**src/rtl/sccb_master_ctrl.sv**
```systemverilog
// SCCB master controller: runs one 3-phase write or 2+2-phase read per command.
// SIO_C/SIO_D timing is built from quarters of QTR_CYC sys_clk cycles.
// Optional build macro SCCB_ACK_CHECK_EN: samples the 9th bit of master-sent
// phases and aborts to STOP with rsp_err_o=1 when the slave leaves it high.
module sccb_master_ctrl #(
    parameter int unsigned QTR_CYC = 313
) (
    input  logic       sys_clk,
    input  logic       rst,
    input  logic       cmd_valid_i,
    output logic       cmd_ready_o,
    input  logic       cmd_rw_i,
    input  logic [7:0] cmd_id_i,
    input  logic [7:0] cmd_sub_i,
    input  logic [7:0] cmd_wdata_i,
    output logic       rsp_valid_o,
    output logic [7:0] rsp_rdata_o,
    output logic       rsp_err_o,
    output logic       busy_o,
    output logic       sio_c_o,
    output logic       sio_d_o,
    output logic       sio_d_oe_o,
    input  logic       sio_d_i
);
    localparam int unsigned CW = $clog2(QTR_CYC);

    typedef enum logic [2:0] {S_IDLE, S_START, S_BIT, S_STOP, S_GAP} state_t;

    state_t          state_q, state_d;
    logic [CW-1:0]   cyc_q, cyc_d;
    logic [1:0]      qtr_q, qtr_d;
    logic [3:0]      bit_q, bit_d;
    logic [1:0]      phase_q, phase_d;
    logic            pass_q, pass_d;
    logic            rw_q, rw_d;
    logic [6:0]      id_q, id_d;
    logic [7:0]      sub_q, sub_d;
    logic [7:0]      wdata_q, wdata_d;
    logic [7:0]      shift_q, shift_d;
    logic            ready_q, ready_d;
    logic            busy_q, busy_d;
    logic            rsp_valid_q, rsp_valid_d;
    logic [7:0]      rsp_rdata_q, rsp_rdata_d;
    logic            rsp_err_q, rsp_err_d;
    logic            sio_c_q, sio_c_d;
    logic            sio_d_q, sio_d_d;
    logic            sio_oe_q, sio_oe_d;
`ifdef SCCB_ACK_CHECK_EN
    logic            ack_err_q, ack_err_d;
`endif

    logic            qtr_end;
    logic            last_phase;
    logic            rd_byte;
    logic            rd_byte_n;
    logic            sample;
    logic            abort;
    logic [7:0]      tx_byte;
    logic            id_lsb_unused;

    assign id_lsb_unused = cmd_id_i[0];

    // Next-state, counters, capture and registered-output decode.
    always_comb begin
        state_d     = state_q;
        cyc_d       = cyc_q;
        qtr_d       = qtr_q;
        bit_d       = bit_q;
        phase_d     = phase_q;
        pass_d      = pass_q;
        rw_d        = rw_q;
        id_d        = id_q;
        sub_d       = sub_q;
        wdata_d     = wdata_q;
        shift_d     = shift_q;
        rsp_valid_d = 1'b0;
        rsp_rdata_d = rsp_rdata_q;
        rsp_err_d   = rsp_err_q;
`ifdef SCCB_ACK_CHECK_EN
        ack_err_d   = ack_err_q;
        abort       = ack_err_q;
`else
        abort       = 1'b0;
`endif
        qtr_end    = (cyc_q == CW'(QTR_CYC - 1));
        rd_byte    = pass_q && (phase_q == 2'd1);
        last_phase = pass_q ? (phase_q == 2'd1)
                            : (rw_q ? (phase_q == 2'd1) : (phase_q == 2'd2));
        sample     = (state_q == S_BIT) && (qtr_q == 2'd2) && (cyc_q == '0);

        // Read data is captured on the SIO_C rising (Q2 entry) cycle.
        if (sample && rd_byte && (bit_q != 4'd0)) begin
            shift_d = {shift_q[6:0], sio_d_i};
        end
`ifdef SCCB_ACK_CHECK_EN
        if (sample && !rd_byte && (bit_q == 4'd0) && sio_d_i) begin
            ack_err_d = 1'b1;
        end
`endif

        if (state_q == S_IDLE) begin
            cyc_d = '0;
        end else begin
            cyc_d = qtr_end ? '0 : cyc_q + CW'(1);
        end

        unique case (state_q)
            S_IDLE: begin
                if (cmd_valid_i && ready_q) begin
                    state_d = S_START;
                    qtr_d   = 2'd0;
                    phase_d = 2'd0;
                    pass_d  = 1'b0;
                    rw_d    = cmd_rw_i;
                    id_d    = cmd_id_i[7:1];
                    sub_d   = cmd_sub_i;
                    wdata_d = cmd_wdata_i;
                    shift_d = 8'h00;
`ifdef SCCB_ACK_CHECK_EN
                    ack_err_d = 1'b0;
`endif
                end
            end
            S_START: begin
                if (qtr_end) begin
                    if (qtr_q == 2'd1) begin
                        state_d = S_BIT;
                        qtr_d   = 2'd0;
                        bit_d   = 4'd8;
                    end else begin
                        qtr_d = qtr_q + 2'd1;
                    end
                end
            end
            S_BIT: begin
                if (qtr_end) begin
                    if (qtr_q == 2'd3) begin
                        qtr_d = 2'd0;
                        if (bit_q == 4'd0) begin
                            if (last_phase || abort) begin
                                state_d = S_STOP;
                            end else begin
                                phase_d = phase_q + 2'd1;
                                bit_d   = 4'd8;
                            end
                        end else begin
                            bit_d = bit_q - 4'd1;
                        end
                    end else begin
                        qtr_d = qtr_q + 2'd1;
                    end
                end
            end
            S_STOP: begin
                if (qtr_end) begin
                    if (qtr_q == 2'd2) begin
                        qtr_d = 2'd0;
                        if (rw_q && !pass_q && !abort) begin
                            state_d = S_GAP;
                        end else begin
                            state_d     = S_IDLE;
                            rsp_valid_d = 1'b1;
                            rsp_rdata_d = rw_q ? shift_q : 8'h00;
                            rsp_err_d   = abort;
                        end
                    end else begin
                        qtr_d = qtr_q + 2'd1;
                    end
                end
            end
            S_GAP: begin
                if (qtr_end) begin
                    if (qtr_q == 2'd3) begin
                        state_d = S_START;
                        qtr_d   = 2'd0;
                        pass_d  = 1'b1;
                        phase_d = 2'd0;
                    end else begin
                        qtr_d = qtr_q + 2'd1;
                    end
                end
            end
            default: state_d = S_IDLE;
        endcase

        // Line levels are decoded from the next state so they align with state_q.
        rd_byte_n = pass_d && (phase_d == 2'd1);
        case (phase_d)
            2'd0:    tx_byte = {id_d, pass_d};
            2'd1:    tx_byte = sub_d;
            default: tx_byte = wdata_d;
        endcase

        sio_c_d  = 1'b1;
        sio_d_d  = 1'b1;
        sio_oe_d = 1'b1;
        case (state_d)
            S_START: begin
                sio_d_d = 1'b0;
                sio_c_d = (qtr_d == 2'd0);
            end
            S_BIT: begin
                sio_c_d = qtr_d[1];
                if (bit_d == 4'd0) begin
                    sio_oe_d = rd_byte_n;
                end else if (rd_byte_n) begin
                    sio_oe_d = 1'b0;
                end else begin
                    sio_d_d = tx_byte[3'(bit_d - 4'd1)];
                end
            end
            S_STOP: begin
                sio_c_d = (qtr_d != 2'd0);
                sio_d_d = (qtr_d == 2'd2);
            end
            default: ;
        endcase

        ready_d = (state_d == S_IDLE);
        busy_d  = (state_d != S_IDLE);
    end

    // State and output registers with synchronous reset.
    always_ff @(posedge sys_clk) begin
        if (rst) begin
            state_q     <= S_IDLE;
            cyc_q       <= '0;
            qtr_q       <= 2'd0;
            bit_q       <= 4'd0;
            phase_q     <= 2'd0;
            pass_q      <= 1'b0;
            rw_q        <= 1'b0;
            id_q        <= 7'd0;
            sub_q       <= 8'h00;
            wdata_q     <= 8'h00;
            shift_q     <= 8'h00;
            ready_q     <= 1'b0;
            busy_q      <= 1'b0;
            rsp_valid_q <= 1'b0;
            rsp_rdata_q <= 8'h00;
            rsp_err_q   <= 1'b0;
            sio_c_q     <= 1'b1;
            sio_d_q     <= 1'b1;
            sio_oe_q    <= 1'b1;
`ifdef SCCB_ACK_CHECK_EN
            ack_err_q   <= 1'b0;
`endif
        end else begin
            state_q     <= state_d;
            cyc_q       <= cyc_d;
            qtr_q       <= qtr_d;
            bit_q       <= bit_d;
            phase_q     <= phase_d;
            pass_q      <= pass_d;
            rw_q        <= rw_d;
            id_q        <= id_d;
            sub_q       <= sub_d;
            wdata_q     <= wdata_d;
            shift_q     <= shift_d;
            ready_q     <= ready_d;
            busy_q      <= busy_d;
            rsp_valid_q <= rsp_valid_d;
            rsp_rdata_q <= rsp_rdata_d;
            rsp_err_q   <= rsp_err_d;
            sio_c_q     <= sio_c_d;
            sio_d_q     <= sio_d_d;
            sio_oe_q    <= sio_oe_d;
`ifdef SCCB_ACK_CHECK_EN
            ack_err_q   <= ack_err_d;
`endif
        end
    end

    assign cmd_ready_o = ready_q;
    assign busy_o      = busy_q;
    assign rsp_valid_o = rsp_valid_q;
    assign rsp_rdata_o = rsp_rdata_q;
    assign rsp_err_o   = rsp_err_q;
    assign sio_c_o     = sio_c_q;
    assign sio_d_o     = sio_d_q;
    assign sio_d_oe_o  = sio_oe_q;

endmodule
```
**config.mk**
```make
export PLATFORM = sky130hd
export DESIGN_NAME = sccb_master_ctrl
export DESIGN_NICKNAME = d
export VERILOG_FILES = /design/src/rtl/sccb_master_ctrl.sv
export SDC_FILE = /design/constraint.sdc
export NUM_CORES = 1
export LEC_CHECK = 0
export ABC_AREA = 1
export CORE_ASPECT_RATIO = 0.7
export CORE_UTILIZATION = 55
export CTS_CLUSTER_SIZE = 14
export DETAILED_ROUTE_END_ITERATION = 16
export PLACE_DENSITY_LB_ADDON = 0.08
export SLEW_MARGIN = 25
export SYNTH_ARGS = -nofsm -noshare
export SYNTH_HDL_FRONTEND = slang
export SYNTH_SLANG_ARGS = --single-unit
```
**constraint.sdc**
```tcl
create_clock -name sys_clk -period 4.5 [get_ports sys_clk]
set_input_delay 0.675 -clock sys_clk [delete_from_list [all_inputs] [get_ports sys_clk]]
set_output_delay 0.675 -clock sys_clk [all_outputs]
set_load 0.01 [all_outputs]
```
Word-level counts from Yosys, hierarchy flattened
Index checks and enable logic that the tools add are counted.
{ "totals": {"out_inout_bits": 15, "reg_bits": 67, "in_bits": 29} }
{ "classes": {"n_lt_le_gt_ge": 1, "n_addsub": 5, "muxes": 62, "bitwise": 5, "n_eq_ne": 15, "n_reduce_logical": 25} }
{ "op_table": {"columns": ["op", "n"], "rows": [
  ["8-bit 2-to-1 mux", 8],
  ["3-bit 2-to-1 mux", 12],
  ["2-bit 2-to-1 mux", 14],
  ["4-bit 2-to-1 mux", 6],
  ["8-bit case mux with 2 select lines", 1],
  ["3-bit case mux with 5 select lines", 1],
  ["7-bit 2-to-1 mux", 2],
  ["3-bit by 2-bit equality test with 1-bit output (second input constant)", 4],
  ["1-bit 2-to-1 mux", 11],
  ["9-bit by 1-bit adder with 9-bit output (second input constant)", 1],
  ["9-bit equality test (second input constant)", 1],
  ["9-bit logical NOT", 1],
  ["2-bit equality test (second input constant)", 4],
  ["1-bit logical AND", 8],
  ["4-bit logical NOT", 2],
  ["2-bit case mux with 4 select lines", 1],
  ["4-bit case mux with 2 select lines", 1],
  ["2-bit by 1-bit equality test with 1-bit output (second input constant)", 3],
  ["3-bit by 1-bit equality test with 1-bit output (second input constant)", 2],
  ["3-bit logical NOT", 2],
  ["1-bit case mux with 3 select lines", 2],
  ["2-bit case mux with 3 select lines", 1],
  ["1-bit inverter", 5],
  ["2-bit by 1-bit adder with 2-bit output (second input constant)", 2],
  ["16 further kinds", 18]
]} }

Longest topological paths before layout
{ "logic_depth": {"depth_word": 15, "ltp_mapped": 21} }

Least setup slack after synthesis
No wires, ideal clock.
{ "synth_path": {"path_kind": "register -> register", "start": "reg cyc_q[0]", "end": "reg sio_d_q, in the netlist sio_d_o", "n_path_buf": 1, "path_stages_with_launch": 21, "setup_slack_ns": 2.343, "arrival_ns": 2.040, "period_less_slack_ns": 2.157, "cell_sequence": "dfxtp_1 -> inv_1 -> ha_1 -> nand2_1 -> inv_1 -> nand2_1 -> nor2_4 -> buf_6 -> nand3_1 -> nand2_2 -> nand2_2 -> nand2_2 -> nand2_2 -> inv_1 -> ha_1 -> inv_1 -> nand3_1 -> nand3_1 -> nand3_1 -> nand2_1 -> nand2_1"} }
{ "synth_between": {"elab_chain_cells": 10} }
{ "synth_rtl": {"columns": ["item", "line_no", "text"], "rows": [
  ["start, declared", "30", "logic [CW-1:0] cyc_q, cyc_d;"],
  ["start signal, assigned", "250", "cyc_q <= cyc_d;"],
  ["9-bit equality test *", "85", "qtr_end = (cyc_q == CW'(QTR_CYC - 1));"],
  ["2-bit 2-to-1 mux (on tied branches)", "172, 136", null],
  ["2-bit case mux with 3 select lines", "107", "unique case (state_q)"],
  ["2-bit by 1-bit equality test with 1-bit output / 2-bit logical NOT (equally long branches)", "187, 188", null],
  ["8-bit case mux with 2 select lines", "188", "case (phase_d)"],
  ["1-bit binary-select mux with 3-bit select", "209", "sio_d_d = tx_byte[3'(bit_d - 4'd1)];"],
  ["1-bit 2-to-1 mux (not written as such)", "209", null],
  ["1-bit 2-to-1 mux", "206", "end else if (rd_byte_n) begin"],
  ["1-bit 2-to-1 mux", "204", "if (bit_d == 4'd0) begin"],
  ["1-bit case mux with 3 select lines *", "197", "case (state_d)"],
  ["end signal, assigned", "266", "sio_d_q <= sio_d_d;"],
  ["end, declared", "46", "logic sio_d_q, sio_d_d;"]
]} }
Mark *: on every way between the ends. The rest lies on a longest branch, timed or not. The select of a mux whose other input is x is not followed.
A chain may end at the register's enable or synchronous reset.

Final worst setup path
Same ends and word-level chain as after synthesis.

==> results.yml <==
yosys:
  synth_area_leaders: "dfxtp_1 38%, nand2_1 10%, nor2_1 8.3%"
  synthCells: 476
  syn_nets: 520
  synth_warnings: 0
  async_flop_share_pct: 0
  yosys.area.top_type: "dfxtp_1"
  ys.flop_type: "dfxtp_1"
  synth_area_per_cell_um2: 7.34
  seq_area_frac_synth_pct: 38.4
  synth_top_area_share_pct: 38.4
  synth_edf_count: 0
  synthDistinctLibCells: 40
  ys_ff_latch: 67
  synth_area_um2: 3490
power_and_ir_drop:
  p_leak_nw: 1.81
  vdd_drop_max_uv: 283
  power_density_nw_per_um2: 312
  total_power_mw: 1.29
sta:
  setup_viol: 0
  timing.setup.tns_ns: 0
  period_share_pct: 59.5
  fin_skew_ns: 0.00463
  fin_crit_ns: 2.68
  final_max_slew_viol_count: 0
  worst-slew-pin-transition_ns: 0.622
  rsz0062_at_grt: "false"
  whs_ns: 0.475
  max-slew-margin-rel_pct: 58.2
  fmax_mhz: 373
  hold_viol_final: 0
  setup_ws_ns: 1.82
cts:
  post_cts_buffers: 0
  hold_buffers: 0
  clk-insertion-delay-late_ns: 0.35
  cts_tree: "done"
  clk_pin_slew_worst_paths_ns: 0.07
  cts_buffers: 9
  clock_tree.htree_level_count: 3
  cts_resized: 0
  root_buffer: "clkbuf_8"
  clock_path_buffers: 2
  cts_sinks: 67
min_path:
  min_path_cells: 1
  hold_path_class: "reg2reg"
  min_to: "cyc_q[0]$_SDFF_PP0_"
  holdCritStartpoint: "cyc_q[0]$_SDFF_PP0_"
floorplan:
  dieArea_um2: 6680
  core_um2: 5930
  die_y_um: 68.7
  die_x_um: 97.3
  rows: 23
  start_util_pct: 58.9
  io_pins: 44
global_route:
  grt_max_degree: 42
  grt_pass1_wl_mm: 12.6
  grt_util_all_layers_pct: 24.6
  antenna_found_initial: 0
  grt_overflow: 0
  grt_pass1_vias: 2705
placement:
  placedCellCount: 581
  placed_area_um2: 3920
  finalWeightedCongestion: 0.921
  pre_cts_slack_ns: 1.83
  port-buffer-count: 41
  post-dp-hpwl_mm: 5.70
worst_setup_path:
  r2r_slack_ns: 1.82
  r2r_end: "sio_d_o$_SDFF_PP1_"
  critPathLaunch: "cyc_q[0]$_SDFF_PP0_"
  worstPathMaxFanout: 11
  cp-start-kind: "flop"
  cp-end-kind: "flop"
  critPathArrivalTime_ns: 2.92
  reg2reg_from: "cyc_q[0]$_SDFF_PP0_"
  ff2ff_path_depth: 18
  critPathKind: "reg2reg"
  cp_data_required_time_ns: 4.74
routing:
  avgViaCountPerCell: 5.23
  dr.pass1.iters: 6
  wl_per_cell_um: 13.2
  drc_errors: 0
  ant_nets: 0
  drt_wl_total_mm: 7.85
  num_vias: 3122
  drt_iter0_markers: 203
final_layout:
  syn_to_final_growth_pct: 18.3
  multi_input_area_um2: 1830
  final_layout_size_suffix_gt1_share_pct: 8.62
  final_net_count: 561
  diodes: 0
  seq_area_um2: 1340
  instances_no_fill: 597
  fill_cells: 499
  utilization_pct: 69.7
  fin_area_um2: 4130
run:
  max-cap-violations: 0
status:
  outcome: "finished clean"
synth_stat cells, types with 2 or more instances:
cell	n
a21oi_1	18
a22o_1	2
buf_4	4
buf_6	2
clkbuf_1	5
dfxtp_1	67
ha_1	15
inv_1	51
inv_2	6
mux2i_1	23
nand2_1	93
nand2_2	6
nand2_4	2
nand3_1	37
nand3_2	2
nand3b_1	3
nand4_1	4
nor2_1	77
nor2_2	3
nor2_4	3
nor3_1	7
nor3b_1	2
nor4_1	3
o211ai_1	2
o21ai_0	23
o21ai_1	2
flip-flops by register name (all words and copies together) (netlist names), 2 cells and up:
| name | count |
|---|---|
| bit_q | 4 |
| cyc_q | 9 |
| id_q | 7 |
| phase_q | 2 |
| qtr_q | 2 |
| rsp_rdata_o | 8 |
| shift_q | 8 |
| state_q | 3 |
| sub_q | 8 |
| wdata_q | 8 |
how the worst max path moves through the flow:
stage	to	slack, ns	depth (start not counted)
floorplan	sio_d_o$_SDFF_PP1_	2.34	20
detailed placement	sio_d_o$_SDFF_PP1_	1.83	16
finish	sio_d_o$_SDFF_PP1_	1.82	18
CTS	sio_d_o$_SDFF_PP1_	1.84	18
global route	sio_d_o$_SDFF_PP1_	1.57	18
global placement	sio_d_o$_SDFF_PP1_	1.84	16
cells by family after synthesis:
family	after synthesis	synth area share [%]
compound gates	51	7.92
xor+xnor	1	0.251
fa+ha+maj	15	5.37
buf+inv	72	9.20
flops	67	38.4
mux	23	6.59
other cells	1	0.107
simple gates	246	32.2
metal layers:
layer  share of wire, %  global-route usage (%)  vias up
met5                  0                       0        -
met4                1.4                    9.74        0
met3                7.2                    6.65       11
met2                 41                    36.3      101
met1                 50                    34.4     1396
li1                   -                       -     1614
cell type report:
| class | count | share of cell area, % |
|---|---|---|
| inverter | 59 | 5.45 |
| clock buffer | 10 | 3.09 |
| clock inverter | 6 | 2.15 |
| sequential | 67 | 32.5 |
| multi-input combinational | 337 | 44.3 |
| timing repair buffer | 43 | 10.3 |
| tap | 75 | 2.27 |
placed cells by master, fill, tap and decap left out, types with 7 or more instances in the layout:
master,Yosys,final
a21oi_1,18,18
clkbuf_8,0,9
clkdlybuf4s50_1,0,41
dfxtp_1,67,67
ha_1,15,15
inv_1,51,51
mux2i_1,23,23
nand2_1,93,93
nand3_1,37,37
nor2_1,77,77
nor3_1,7,7
o21ai_0,23,23
critical path, stage by stage (launching register included):
cell     delay, ns
dfxtp_1       0.33
inv_1         0.07
ha_1          0.19
nand2_1       0.08
inv_1         0.06
nand2_1       0.09
nor2_4        0.27
nand2_1       0.12
nor2_1        0.17
nand2_1       0.09
nand2_2       0.18
inv_1         0.09
ha_1          0.32
inv_1         0.10
nand3_1       0.10
nand3_1       0.07
nand3_1       0.11
nand2_1       0.08
nand2_1       0.06
power by group:
group          internal, mW  total [mW]  switching (mW)  leakage (nW)
combinational        0.0565       0.122          0.0658          1.17
clock                 0.313       0.550           0.237         0.103
sequential            0.610       0.617         0.00728         0.543
total                 0.979        1.29           0.311          1.81
Power figures use the tool's default switching activity.
